**src/rtl/mem_access_pkg.sv**
```systemverilog
// Shared types and default widths for the memory access controller.
package mem_access_pkg;

    localparam int AW_DEFAULT = 16;
    localparam int DW_DEFAULT = 16;

    typedef enum logic [1:0] {
        IDLE  = 2'd0,
        ISSUE = 2'd1,
        CAPT  = 2'd2,
        RESP  = 2'd3
    } state_e;

endpackage

```
**src/rtl/mem_sat_counter.sv**
```systemverilog
// Saturating event counter used for the optional load/store statistics.
module mem_sat_counter #(
    parameter int W = 16
) (
    input  logic         CLK,
    input  logic         RST_N,
    input  logic         inc,
    output logic [W-1:0] count
);

    logic [W-1:0] count_q;
    logic [W-1:0] count_d;

    always_comb begin
        count_d = count_q;
        if (inc && (count_q != {W{1'b1}})) begin
            count_d = count_q + {{(W-1){1'b0}}, 1'b1};
        end
    end

    always_ff @(posedge CLK or negedge RST_N) begin
        if (!RST_N) begin
            count_q <= '0;
        end else begin
            count_q <= count_d;
        end
    end

    assign count = count_q;

endmodule

```
**src/rtl/mem_access_ctrl.sv**
```systemverilog
// Single-outstanding request/response bridge to a synchronous memory port.
// Optional load/store counters are enabled with MEM_ACCESS_CTRL_STATS_EN.
module mem_access_ctrl
    import mem_access_pkg::*;
#(
    parameter int AW = AW_DEFAULT,
    parameter int DW = DW_DEFAULT
) (
    input  logic          CLK,
    input  logic          RST_N,
    input  logic          req_valid,
    output logic          req_ready,
    input  logic          req_we,
    input  logic [AW-1:0] req_addr,
    input  logic [DW-1:0] req_wdata,
    output logic          rsp_valid,
    input  logic          rsp_ready,
    output logic [DW-1:0] rsp_rdata,
    output logic          memR,
    output logic          memW,
    output logic [AW-1:0] addr_out,
    output logic [DW-1:0] dataW_out,
    input  logic [DW-1:0] mem_in
`ifdef MEM_ACCESS_CTRL_STATS_EN
    ,
    output logic [DW-1:0] rd_count,
    output logic [DW-1:0] wr_count
`endif
);

    state_e        state_q,     state_d;
    logic          req_ready_q, req_ready_d;
    logic          rsp_valid_q, rsp_valid_d;
    logic          mem_r_q,     mem_r_d;
    logic          mem_w_q,     mem_w_d;
    logic [AW-1:0] addr_q,      addr_d;
    logic [DW-1:0] wdata_q,     wdata_d;
    logic [DW-1:0] rdata_q,     rdata_d;
    logic          accept;

    assign accept = (state_q == IDLE) && req_valid && req_ready_q;

    always_comb begin
        state_d     = state_q;
        req_ready_d = req_ready_q;
        rsp_valid_d = rsp_valid_q;
        mem_r_d     = 1'b0;
        mem_w_d     = 1'b0;
        addr_d      = addr_q;
        wdata_d     = wdata_q;
        rdata_d     = rdata_q;
        case (state_q)
            IDLE: begin
                // req_ready comes up one edge after reset release
                req_ready_d = 1'b1;
                if (accept) begin
                    state_d     = ISSUE;
                    req_ready_d = 1'b0;
                    addr_d      = req_addr;
                    wdata_d     = req_wdata;
                    mem_r_d     = !req_we;
                    mem_w_d     = req_we;
                end
            end
            ISSUE: begin
                if (mem_r_q) begin
                    state_d = CAPT;
                end else begin
                    state_d     = RESP;
                    rsp_valid_d = 1'b1;
                end
            end
            CAPT: begin
                state_d     = RESP;
                rdata_d     = mem_in;
                rsp_valid_d = 1'b1;
            end
            RESP: begin
                if (rsp_ready) begin
                    state_d     = IDLE;
                    rsp_valid_d = 1'b0;
                    req_ready_d = 1'b1;
                end
            end
            default: begin
                state_d = IDLE;
            end
        endcase
    end

    always_ff @(posedge CLK or negedge RST_N) begin
        if (!RST_N) begin
            state_q     <= IDLE;
            req_ready_q <= 1'b0;
            rsp_valid_q <= 1'b0;
            mem_r_q     <= 1'b0;
            mem_w_q     <= 1'b0;
            addr_q      <= '0;
            wdata_q     <= '0;
            rdata_q     <= '0;
        end else begin
            state_q     <= state_d;
            req_ready_q <= req_ready_d;
            rsp_valid_q <= rsp_valid_d;
            mem_r_q     <= mem_r_d;
            mem_w_q     <= mem_w_d;
            addr_q      <= addr_d;
            wdata_q     <= wdata_d;
            rdata_q     <= rdata_d;
        end
    end

    assign req_ready = req_ready_q;
    assign rsp_valid = rsp_valid_q;
    assign rsp_rdata = rdata_q;
    assign memR      = mem_r_q;
    assign memW      = mem_w_q;
    assign addr_out  = addr_q;
    assign dataW_out = wdata_q;

`ifdef MEM_ACCESS_CTRL_STATS_EN
    mem_sat_counter #(.W(DW)) u_rd_cnt (
        .CLK   (CLK),
        .RST_N (RST_N),
        .inc   (accept && !req_we),
        .count (rd_count)
    );

    mem_sat_counter #(.W(DW)) u_wr_cnt (
        .CLK   (CLK),
        .RST_N (RST_N),
        .inc   (accept && req_we),
        .count (wr_count)
    );
`endif

endmodule

```
**config.mk**
```make
export PLATFORM = sky130hd
export DESIGN_NAME = mem_access_ctrl
export DESIGN_NICKNAME = d
export VERILOG_FILES = /design/src/rtl/mem_access_pkg.sv /design/src/rtl/mem_sat_counter.sv /design/src/rtl/mem_access_ctrl.sv
export SDC_FILE = /design/constraint.sdc
export NUM_CORES = 1
export LEC_CHECK = 0
export ABC_AREA = 1
export BUFFER_PORTS_ARGS = -buffer_cell sky130_fd_sc_hd__buf_2
export CAP_MARGIN = 5
export CORE_UTILIZATION = 49
export DETAILED_ROUTE_END_ITERATION = 8
export PLACE_DENSITY = 0.81
export SLEW_MARGIN = 20
export SYNTH_ARGS = -nofsm -noshare
export SYNTH_HDL_FRONTEND = slang
export SYNTH_SLANG_ARGS = --single-unit
```
**constraint.sdc**
```tcl
create_clock -name CLK -period 3.2 [get_ports CLK]
set_input_delay 0.16 -clock CLK [delete_from_list [all_inputs] [get_ports CLK]]
set_output_delay 0.16 -clock CLK [all_outputs]
set_load 0.005 [all_outputs]
```
==> flow_metrics.tcl, run 1 <==
set metrics [dict create \
    clock_insertion_delay_worst_skew_ns 0.30 \
    syn2layout_area_growth_pct 28.8 \
    clock_path_buffers 2 \
    synth.largest_area_cell "sky130_fd_sc_hd__dfrtp_1" \
    dp.final_hpwl_um 3150 \
    critical_path.endpoint_type "register" \
    synth_mux_area_share_pct 8.16 \
    die_h_um 69.1 \
    number_of_cells_on_the_critical_path 6 \
    timing.final.setup_violations 0 \
    global_route.usage.total_pct 18.4 \
    synth_cell_type_count 15 \
    post_route_clock_period_utilization_pct 58.9 \
    rsz0062_at_grt "false" \
    port_buffers 104 \
    cts_made_buffers 5 \
    gr-total-overflow 0 \
    fin_ws_ns 1.31 \
    drt-wirelength-per-cell_um 11.1 \
    drc_violation_count_after_routing 0 \
    timing.hold.worst_path_depth 2 \
    fp-row-count 24 \
    fin_skew_ns 0.00319 \
    placement.setup.worst_slack_ns 1.32 \
    yosysSeqAreaShare_pct 61.2 \
    yosys.area_share.adder_pct 2.27 \
    cts.reportedPaths.clkPinSlew_ns 0.09 \
    number_of_antenna_violations_at_the_first_check_in_global_routing 0 \
    timing.critical_path.slowest_stage_cell "sky130_fd_sc_hd__nand3_2" \
    finalInstanceArea_um2 2840 \
    average_cell_area_after_synthesis_um2 10.4 \
    place_inst 362 \
    power.share.switching_pct 33.7 \
    num-fill-cells 365 \
    setup-tns-final_ns 0 \
    synth.top_cells.by_area "sky130_fd_sc_hd__dfrtp_1, sky130_fd_sc_hd__mux2_2, sky130_fd_sc_hd__nand2_1" \
    clockPowerShare_pct 14.9 \
    reg2reg_depth 6 \
    vias 1691 \
    synth_fp_nets 269 \
    dieArea_um2 4780 \
    hold_path_class "input port to register" \
    place.gp.congestion 0.758 \
    post_route_cells_drive_above_1_share_pct 42.3 \
    cts.sink_count 54 \
    synth_xor_area_share_pct 0 \
    holdBufCountCts 1 \
    status "completed" \
    timing.critical_path.from_type "register" \
    power_frac_seq_pct 46.0 \
    via_count_of_the_first_global_routing_pass 1505 \
    post_cts_resize_count 0 \
    ir_worst_vdd_v 0.000390 \
    slew_viols_final 0 \
    cp_num_buf_inv 2 \
    critical_path.max_fanout 28 \
    max_freq_mhz 530 \
    insertedDiodeCount 0 \
    start_util_pct 50.7 \
    drt_iter0_markers 51 \
    route.detailed.vias_per_inst 4.56 \
    critical-path-max-stage-delay_ns 0.44 \
    max_cap_violations 0 \
    synthesis.yosys.warnings 0 \
    synth_compound_gate_area_share_pct 8.61 \
    detail_route.first_pass.iterations 4 \
    drt_wl_total_um 4110 \
    post-cts-setup-buffer-count 0 \
    nets 375 \
    clock_tree.htree_level_count 2 \
    main_combinational_cell_family_by_area_after_synthesis "buffers and inverters" \
    power.static_leakage_nw 1.64 \
    timing_hold_violations_final 0 \
    post_layout_nonfiller_instances 371 \
    internal_power_mw 1.68 \
    synthesized_cell_area_um2 2210 \
    postRouteAntennaNets 0 \
    wp_data_arrival_ns 2.08 \
    synth_seq_cells 54 \
    holdWs_ns 0.0233 \
    tritoncts_clock_tree "yes" \
    synthSimpleGateAreaFrac_pct 9.80 \
    grt_pass1_wl_um 6920 \
    min_period_ns 1.89 \
    clk_root_buffer_cell "sky130_fd_sc_hd__clkbuf_8" \
    chipWidth_um 69.1 \
    post-route-util_pct 65.3 \
    slew_at_the_pin_closest_to_its_max_slew_limit_ns 0.640 \
    path_delay_family "buffers and inverters" \
    yosysTopAreaCellShare_pct 61.2 \
    power.net_switching_uw 858 \
    crit_chain "inv_1 -> ha_1 -> nand3_2 -> buf_4 -> nand2_1 -> o21ai_1" \
    power_frac_comb_pct 39.1 \
    largest_net_degree_at_the_start_of_global_routing 30 \
    io_pins 105 \
    syn_inst 212 \
    worst-endpoint-required_ns 3.39 \
    power_per_cell_area_nw_per_um2 894 \
    core_region_area_um2 4350 \
    setup.worst_path.class "register to register" \
    timing.max_slew.rel_slack_pct 57.3 \
    placement.cell_area_um2 2740 \
    p_total_mw 2.54 \
]
placed cells by master (no fill, tap or decap), types with 2 or more instances in the layout:
master,count
sky130_fd_sc_hd__nor2_1,4
sky130_fd_sc_hd__dfrtp_1,54
sky130_fd_sc_hd__buf_4,3
sky130_fd_sc_hd__o21ai_1,19
sky130_fd_sc_hd__nand2_1,47
sky130_fd_sc_hd__inv_1,39
sky130_fd_sc_hd__clkbuf_8,6
sky130_fd_sc_hd__o21ai_2,4
sky130_fd_sc_hd__a21oi_1,2
sky130_fd_sc_hd__nand3_1,3
sky130_fd_sc_hd__buf_2,104
sky130_fd_sc_hd__mux2_2,16
sky130_fd_sc_hd__o21ai_0,10
sky130_fd_sc_hd__ha_1,4
area by class of cell:
| class | instances | area (µm²) | area share [%] |
|---|---|---|---|
| sequential | 54 | 1350 | 47.5 |
| tap | 52 | 65.1 | 2.29 |
| timing repair buffer | 108 | 553 | 19.4 |
| multi-input combinational | 110 | 637 | 22.4 |
| clock buffer | 7 | 86.3 | 3.04 |
| clock inverter | 1 | 5.00 | 0.176 |
| inverter | 39 | 146 | 5.15 |
power groups by stage:
| stage | combinational (mW) | sequential [mW] | clock [mW] |
|---|---|---|---|
| after floorplan | 0.571 | 1.20 | 0 |
| after global placement | 0.968 | 1.17 | 0 |
| after detailed placement | 1.02 | 1.18 | 0 |
| after CTS | 1.02 | 1.17 | 0.394 |
| after global routing | 1.13 | 1.21 | 0.431 |
| final | 0.993 | 1.17 | 0.379 |
cell families (layout without fill, tap and decap cells):
| logic type | Yosys count | in the layout |
|---|---|---|
| mux | 16 | 16 |
| buf+inv | 48 | 155 |
| fa+ha+maj | 4 | 4 |
| compound gates | 35 | 35 |
| simple gates | 55 | 55 |
| flops | 54 | 54 |
synth_stat cells (all sizes together):
library cell / instances
nor2: 4
nand3: 4
inv: 39
mux2: 16
o21ai: 33
clkbuf: 2
ha: 4
buf: 7
nand2: 47
dfrtp: 54
a21oi: 2
layer usage:
layer,GRT usage (%),routed length [µm],vias to the layer above
met4,6.58,54,0
met5,0,0,-
met2,28.9,1920,71
met1,24.5,1840,747
li1,-,-,868
met3,5.26,294,5
state kept, by name, summed over array words and instances (netlist names):
register   count
memR           1
req_ready      1
state_q        2
dataW_out     16
rsp_valid      1
addr_out      16
rsp_rdata     16
memW           1
final timing paths:
kind | startpoint | to | slack [ns]
hold / removal | req_we | memR | 0.02
setup / recovery | state_q[0] | dataW_out[15] | 1.31
hold reg to reg | rsp_valid | rsp_valid | 0.47
max in group asynchronous | RST_N | rsp_rdata[14] | 2.05
min in group asynchronous | RST_N | addr_out[1] | 0.39
setup reg to reg | state_q[0] | dataW_out[15] | 1.31
Note: power is estimated with default switching activity, not from simulation.
==> inputs of run 2 (changes only) <==
CORE_UTILIZATION = 46   (was 49)
PLACE_DENSITY = 0.76   (was 0.81)
clock period = 1.9 ns   (was 3.2 ns; I/O delays follow)
==> flow_metrics.tcl, run 2 (synthesis results as in run 1) <==
set metrics [dict create \
    critical_path.endpoint_type "register" \
    ir_worst_vdd_v 0.000597 \
    status "finished, violations left" \
    sequential_cell_area_um2 1350 \
    port_buffers 104 \
    core_region_area_um2 4470 \
    syn2layout_area_growth_pct 31.4 \
    setup_slack_on_the_worst_flop_to_flop_path_ns 0.40 \
    via_count_of_the_first_global_routing_pass 1533 \
    setup.worst_path.class "register to register" \
    internal_power_mw 2.99 \
    slew_viols_final 0 \
    io_pins 105 \
    finalInstanceArea_um2 2900 \
    die_h_um 71.3 \
    violations "DRC" \
    power_frac_seq_pct 44.3 \
    postRouteAntennaNets 0 \
    rsz0062_at_grt "false" \
    crit-reg2reg-capture "state_q[0]" \
    hold_path.startpoint "req_addr[9]" \
    route.detailed.vias_per_inst 4.48 \
    critical_path.most_common_cell "sky130_fd_sc_hd__nand2_1" \
    fp-row-count 24 \
    clockPowerShare_pct 17.3 \
    cts.reportedPaths.clkPinSlew_ns 0.09 \
    dp.final_hpwl_um 2970 \
    grt_pass1_wl_um 6760 \
    chipWidth_um 71.3 \
    timing.critical_path.slowest_stage_cell "sky130_fd_sc_hd__dfrtp_1" \
    insertedDiodeCount 0 \
    drc_violation_count_after_routing 9 \
    max_freq_mhz 667 \
    timing.critical_path.from_type "register" \
    cts.sink_count 54 \
    setup.worst_path.start "state_q[0]" \
    timing.final.setup_violations 0 \
    timing.hold.worst_path_depth 3 \
    fin_skew_ns 0.00327 \
    drt_wl_total_um 4000 \
    clk_root_buffer_cell "sky130_fd_sc_hd__clkbuf_8" \
    detail_route.first_pass.iterations 6 \
    max_cap_violations 0 \
    clock_path_buffers 2 \
    power.share.switching_pct 32.2 \
    regToRegStartpoint "state_q[0]" \
    power_frac_comb_pct 38.4 \
    start_util_pct 49.4 \
    setup-tns-final_ns 0 \
    vias 1671 \
    timing_hold_violations_final 0 \
    hold_path_class "input port to register" \
    multiInputGateArea_um2 637 \
    cts_made_buffers 5 \
    wp_data_arrival_ns 1.70 \
    placement.cell_area_um2 2770 \
    power_per_cell_area_nw_per_um2 1520 \
    dieArea_um2 5080 \
    tritoncts_clock_tree "yes" \
    clock_insertion_delay_worst_skew_ns 0.30 \
    global_route.usage.total_pct 17.0 \
    largest_net_degree_at_the_start_of_global_routing 40 \
    power.static_leakage_nw 1.67 \
    layout_common_cells "sky130_fd_sc_hd__buf_2, sky130_fd_sc_hd__dfrtp_1, sky130_fd_sc_hd__nand2_1" \
    critical_path.max_fanout 39 \
    reg2reg_depth 8 \
    post_route_cells_drive_above_1_share_pct 42.7 \
    critical-path-max-stage-delay_ns 0.43 \
    number_of_antenna_violations_at_the_first_check_in_global_routing 0 \
    place.gp.congestion 0.722 \
    min_delay_worst_endpoint "addr_out[9]" \
    slew_at_the_pin_closest_to_its_max_slew_limit_ns 0.511 \
    nets 378 \
    timing.max_slew.rel_slack_pct 65.9 \
    clock_tree.htree_level_count 2 \
    post_route_clock_period_utilization_pct 78.9 \
    drt-wirelength-per-cell_um 10.7 \
    post-cts-setup-buffer-count 0 \
    num-fill-cells 372 \
    min_period_ns 1.50 \
    mostFrequentLayoutCell "sky130_fd_sc_hd__buf_2" \
    crit_chain "inv_1 -> ha_1 -> nand3_2 -> buf_12 -> nand2_1 -> nand2_1 -> nand2_1 -> nand2_1" \
    gr-total-overflow 0 \
    worst-endpoint-required_ns 2.10 \
    power.net_switching_mw 1.42 \
    drt_iter0_markers 85 \
]
## run 2: changes by cell type in the layout (fill, tap and decap cells not counted)
cell | before | now
sky130_fd_sc_hd__buf_12 | 0 | 1
sky130_fd_sc_hd__buf_4 | 3 | 4
sky130_fd_sc_hd__bufinv_16 | 0 | 1
sky130_fd_sc_hd__clkbuf_1 | 1 | 0
sky130_fd_sc_hd__clkinv_2 | 1 | 0
sky130_fd_sc_hd__dlygate4sd3_1 | 1 | 2
## run 2: how the worst max path moves through the flow
stage	cells after the start	slack [ns]	to
3_5_place_dp	8	0.43	state_q[0]
2_1_floorplan	5	0.51	rsp_rdata[10]
4_1_cts	8	0.41	state_q[0]
6_report	8	0.40	state_q[0]
3_3_place_gp	8	0.46	state_q[0]
5_1_grt	8	0.25	state_q[0]
## run 2: power by group through the flow
stage / combinational, mW / clock [mW] / sequential, mW
after floorplan: 0.962 / 0 / 2.02
after global placement: 1.68 / 0 / 1.96
after detailed placement: 1.72 / 0 / 1.97
after CTS: 1.72 / 0.798 / 1.96
after global routing: 1.94 / 0.846 / 2.03
final: 1.69 / 0.763 / 1.96
## run 2: routing by layer
metal	vias to the layer above	track usage [%]	share of wire [%]
li1	866	-	-
met1	733	22.1	45
met2	70	27.8	46
met3	2	5.63	8.3
met4	0	4.00	0.55
met5	-	0	0
## run 2: timing repair
action	4_1_cts	5_1_grt
endpoints found under the hold margin	24	0
hold buffers	2	0
resized for setup	0	0
## run 2: critical path, delay by kind of cell (launching register included)
family,cells,cell delay (ns)
buffers and inverters,2,0.32
flip-flops,1,0.43
AND/OR/NAND/NOR,5,0.40
adder cells (fa/ha/maj),1,0.25
## run 2: cell type report
cell class              instances  area share, %
clock buffers                   6           2.84
clock inverters                 1           1.03
inverters                      39           5.04
multi-input cells             110           21.9
flip-flops and latches         54           46.6
well taps                      52           2.24
repair buffers                111           20.3
## run 2: per-stage QoR
step                power, mW  hold WS [ns]  std cells  worst slack, ns  util (%)
floorplan                2.99        -0.201        212            0.513         -
global placement         3.63        0.0915        364            0.458      61.9
detailed placement       3.69        0.0969        364            0.431      61.9
CTS                      4.48       0.00645        373            0.406      64.9
global route             4.82       0.00976        373            0.254      64.9
finish                   4.41        0.0203        373            0.401      64.9
==> inputs of run 3 (changes only) <==
ABC_AREA = 0   (was 1)
clock period = 1.4 ns   (was 1.9 ns; I/O delays follow)
==> flow_metrics.tcl, run 3 <==
set metrics [dict create \
    status "finished, violations left" \
    violations "setup timing" \
    num-fill-cells 272 \
    yosysSeqAreaShare_pct 60.9 \
    crit_chain "ha_2 -> nor2b_4 -> or4_1 -> o211a_1" \
    drt_iter0_markers 40 \
    clock_insertion_delay_worst_skew_ns 0.30 \
    power_frac_comb_pct 45.2 \
    setup.worst_path.class "register to register" \
    wp_data_arrival_ns 1.65 \
    mostFrequentLayoutCell "sky130_fd_sc_hd__buf_2" \
    drt-wirelength-per-cell_um 15.7 \
    clock_tree.htree_level_count 2 \
    vias 1674 \
    chipWidth_um 71.4 \
    detail_route.first_pass.iterations 4 \
    timing.critical_path.slowest_stage_cell "sky130_fd_sc_hd__or4_1" \
    nets 348 \
    clock_path_buffers 2 \
    layout_common_cells "sky130_fd_sc_hd__buf_2, sky130_fd_sc_hd__dfrtp_1, sky130_fd_sc_hd__dlygate4sd3_1" \
    synth_fp_nets 189 \
    start_util_pct 49.2 \
    power.static_leakage_nw 1.80 \
    drt-met1-wl_um 2140 \
    placement.cell_area_um2 2910 \
    synth.top_cells.by_area "sky130_fd_sc_hd__dfrtp_1, sky130_fd_sc_hd__mux2_4, sky130_fd_sc_hd__mux2_2" \
    min_period_ns 1.45 \
    synth_cell_type_count 16 \
    power_per_cell_area_nw_per_um2 1950 \
    timing.critical_path.from_type "register" \
    synth-edff-count 0 \
    drc_violation_count_after_routing 0 \
    critical_path.max_fanout 4 \
    fp-row-count 24 \
    route.detailed.vias_per_inst 4.87 \
    yosysTopAreaCellShare_pct 60.9 \
    place.gp.congestion 0.760 \
    io_pins 105 \
    timing.max_slew.rel_slack_pct 81.1 \
    port_buffers 104 \
    p_total_mw 6.73 \
    wl_met3_um 362 \
    rsz0062_at_grt "true" \
    power.net_switching_mw 2.03 \
    finalInstanceArea_um2 3450 \
    dp.final_hpwl_um 3210 \
    max_freq_mhz 691 \
    post_route_cells_drive_above_1_share_pct 60.6 \
    dieArea_um2 5100 \
    asyncSetResetFlopFracSynth_pct 100 \
    number_of_antenna_violations_at_the_first_check_in_global_routing 0 \
    global_route.usage.total_pct 22.1 \
    fin_ws_ns -0.0473 \
    grt_pass1_wl_um 8360 \
    cts.sink_count 54 \
    average_cell_area_after_synthesis_um2 16.8 \
    clk_root_buffer_cell "sky130_fd_sc_hd__clkbuf_8" \
    tritoncts_clock_tree "yes" \
    syn_inst 132 \
    critical_path.endpoint_type "register" \
    drt_wl_total_um 5390 \
    timing_hold_violations_final 0 \
    largest_net_degree_at_the_start_of_global_routing 55 \
    cts.reportedPaths.clkPinSlew_ns 0.09 \
    critical-path-max-stage-delay_ns 0.47 \
    ir_worst_vdd_v 0.00108 \
    worst-endpoint-required_ns 1.60 \
    slew_at_the_pin_closest_to_its_max_slew_limit_ns 0.284 \
    internal_power_mw 4.70 \
    postRouteAntennaNets 0 \
    post-cts-setup-buffer-count 0 \
    synthesized_cell_area_um2 2220 \
    topRoutingLayerUsed "met4" \
    fin_skew_ns 0.00313 \
    power_frac_seq_pct 41.5 \
    slew_viols_final 0 \
    synth.largest_area_cell "sky130_fd_sc_hd__dfrtp_1" \
    via_count_of_the_first_global_routing_pass 1738 \
    met2_wirelength_um 2770 \
    timing.final.setup_violations 24 \
    synth_seq_cells 54 \
    syn2layout_area_growth_pct 55.6 \
    ys.flop_type "sky130_fd_sc_hd__dfrtp_1" \
    cts_made_buffers 5 \
    hold_path_class "input port to register" \
    gr-total-overflow 0 \
    post_layout_nonfiller_instances 344 \
    clockPowerShare_pct 13.2 \
    synth.cells.most_frequent "sky130_fd_sc_hd__dfrtp_1, sky130_fd_sc_hd__mux2_4, sky130_fd_sc_hd__mux2_2" \
    post_route_clock_period_utilization_pct 103 \
    synthesis.yosys.warnings 0 \
    core_region_area_um2 4500 \
    insertedDiodeCount 0 \
    max_cap_violations 0 \
    power.share.switching_pct 30.2 \
    place_inst 292 \
    die_h_um 71.4 \
    post-synth-top-count-cell "sky130_fd_sc_hd__dfrtp_1" \
]
==> run 3: cell types whose count changed after synthesis, sizes merged, moves of 3 or more <==
cell and delta:
nand2 -46, inv -35, mux2 +33, o21ai -28
nand3 -3
==> run 3: power groups by stage <==
stage	Sequential, mW	Clock (mW)	Combinational [mW]
after floorplan	2.84	0	1.62
after global placement	2.75	0	2.85
after detailed placement	2.78	0	2.94
after CTS	2.77	0.922	3.04
after global routing	2.89	0.976	3.30
final	2.79	0.891	3.05
==> run 3: repair_timing <==
item,CTS,global route
endpoints found under the setup margin,32,49
hold buffers,44,0
gates resized for setup,1,1
hold endpoints to repair,98,0
==> run 3: critical path: cells and delay by family, from the launching register on <==
| kind | cells | cell delay, ns |
|---|---|---|
| AND/OR/NAND/NOR | 2 | 0.59 |
| AO/OA/AOI/OAI | 1 | 0.12 |
| flip-flops | 1 | 0.43 |
| adder cells (fa/ha/maj) | 1 | 0.20 |
==> run 3: area by class of cell <==
| class | instances | area, µm² | share of cell area, % |
|---|---|---|---|
| well taps | 52 | 65.1 | 1.89 |
| flip-flops and latches | 54 | 1350 | 39.2 |
| clock buffers | 6 | 82.6 | 2.39 |
| multi-input cells | 69 | 832 | 24.1 |
| inverters | 4 | 15.0 | 0.435 |
| repair buffers | 157 | 1090 | 31.6 |
| clock inverters | 2 | 12.5 | 0.363 |
==> run 3: logic make-up after synthesis <==
kind of cell               Yosys count  synth area share, %
adders and majority gates            4                 2.26
DFF                                 54                 60.9
and+or+nand+nor                      8                 2.54
muxes                               49                 29.5
AOI/OAI and AO/OA                    8                 2.14
buffers and inverters                9                 2.65
==> run 3: metal layers <==
| metal | vias to the layer above | track usage [%] |
|---|---|---|
| li1 | 784 | - |
| met1 | 799 | 25.0 |
| met2 | 79 | 39.6 |
| met3 | 12 | 5.91 |
| met4 | 0 | 8.89 |
| met5 | - | 0 |
==> run 3: worst paths after layout <==
path | start | to | slack, ns | cells after the start
min in group asynchronous | RST_N | addr_out[7] | 0.28 | 3
max in group asynchronous | RST_N | state_q[1] | 0.87 | 3
min | req_addr[8] | addr_out[8] | 0.009 | 2
max | state_q[0] | state_q[0] | -0.05 | 4
max reg2reg | state_q[0] | state_q[0] | -0.05 | 4
min reg2reg | rsp_rdata[14] | rsp_rdata[14] | 0.51 | 1
==> run 3: per-stage QoR <==
step	TNS, ns	setup WS (ns)	utilization [%]	hold slack [ns]
final	-0.317	-0.0473	76.6	0.00873
after global placement	-0.0118	-0.0118	64.6	0.0855
after detailed placement	-0.258	-0.0443	64.6	0.0855
after global routing	-2.63	-0.0828	76.6	0.00155
after CTS	-0.369	-0.0415	76.5	0.00286
after floorplan	0	0.00386	-	-0.226
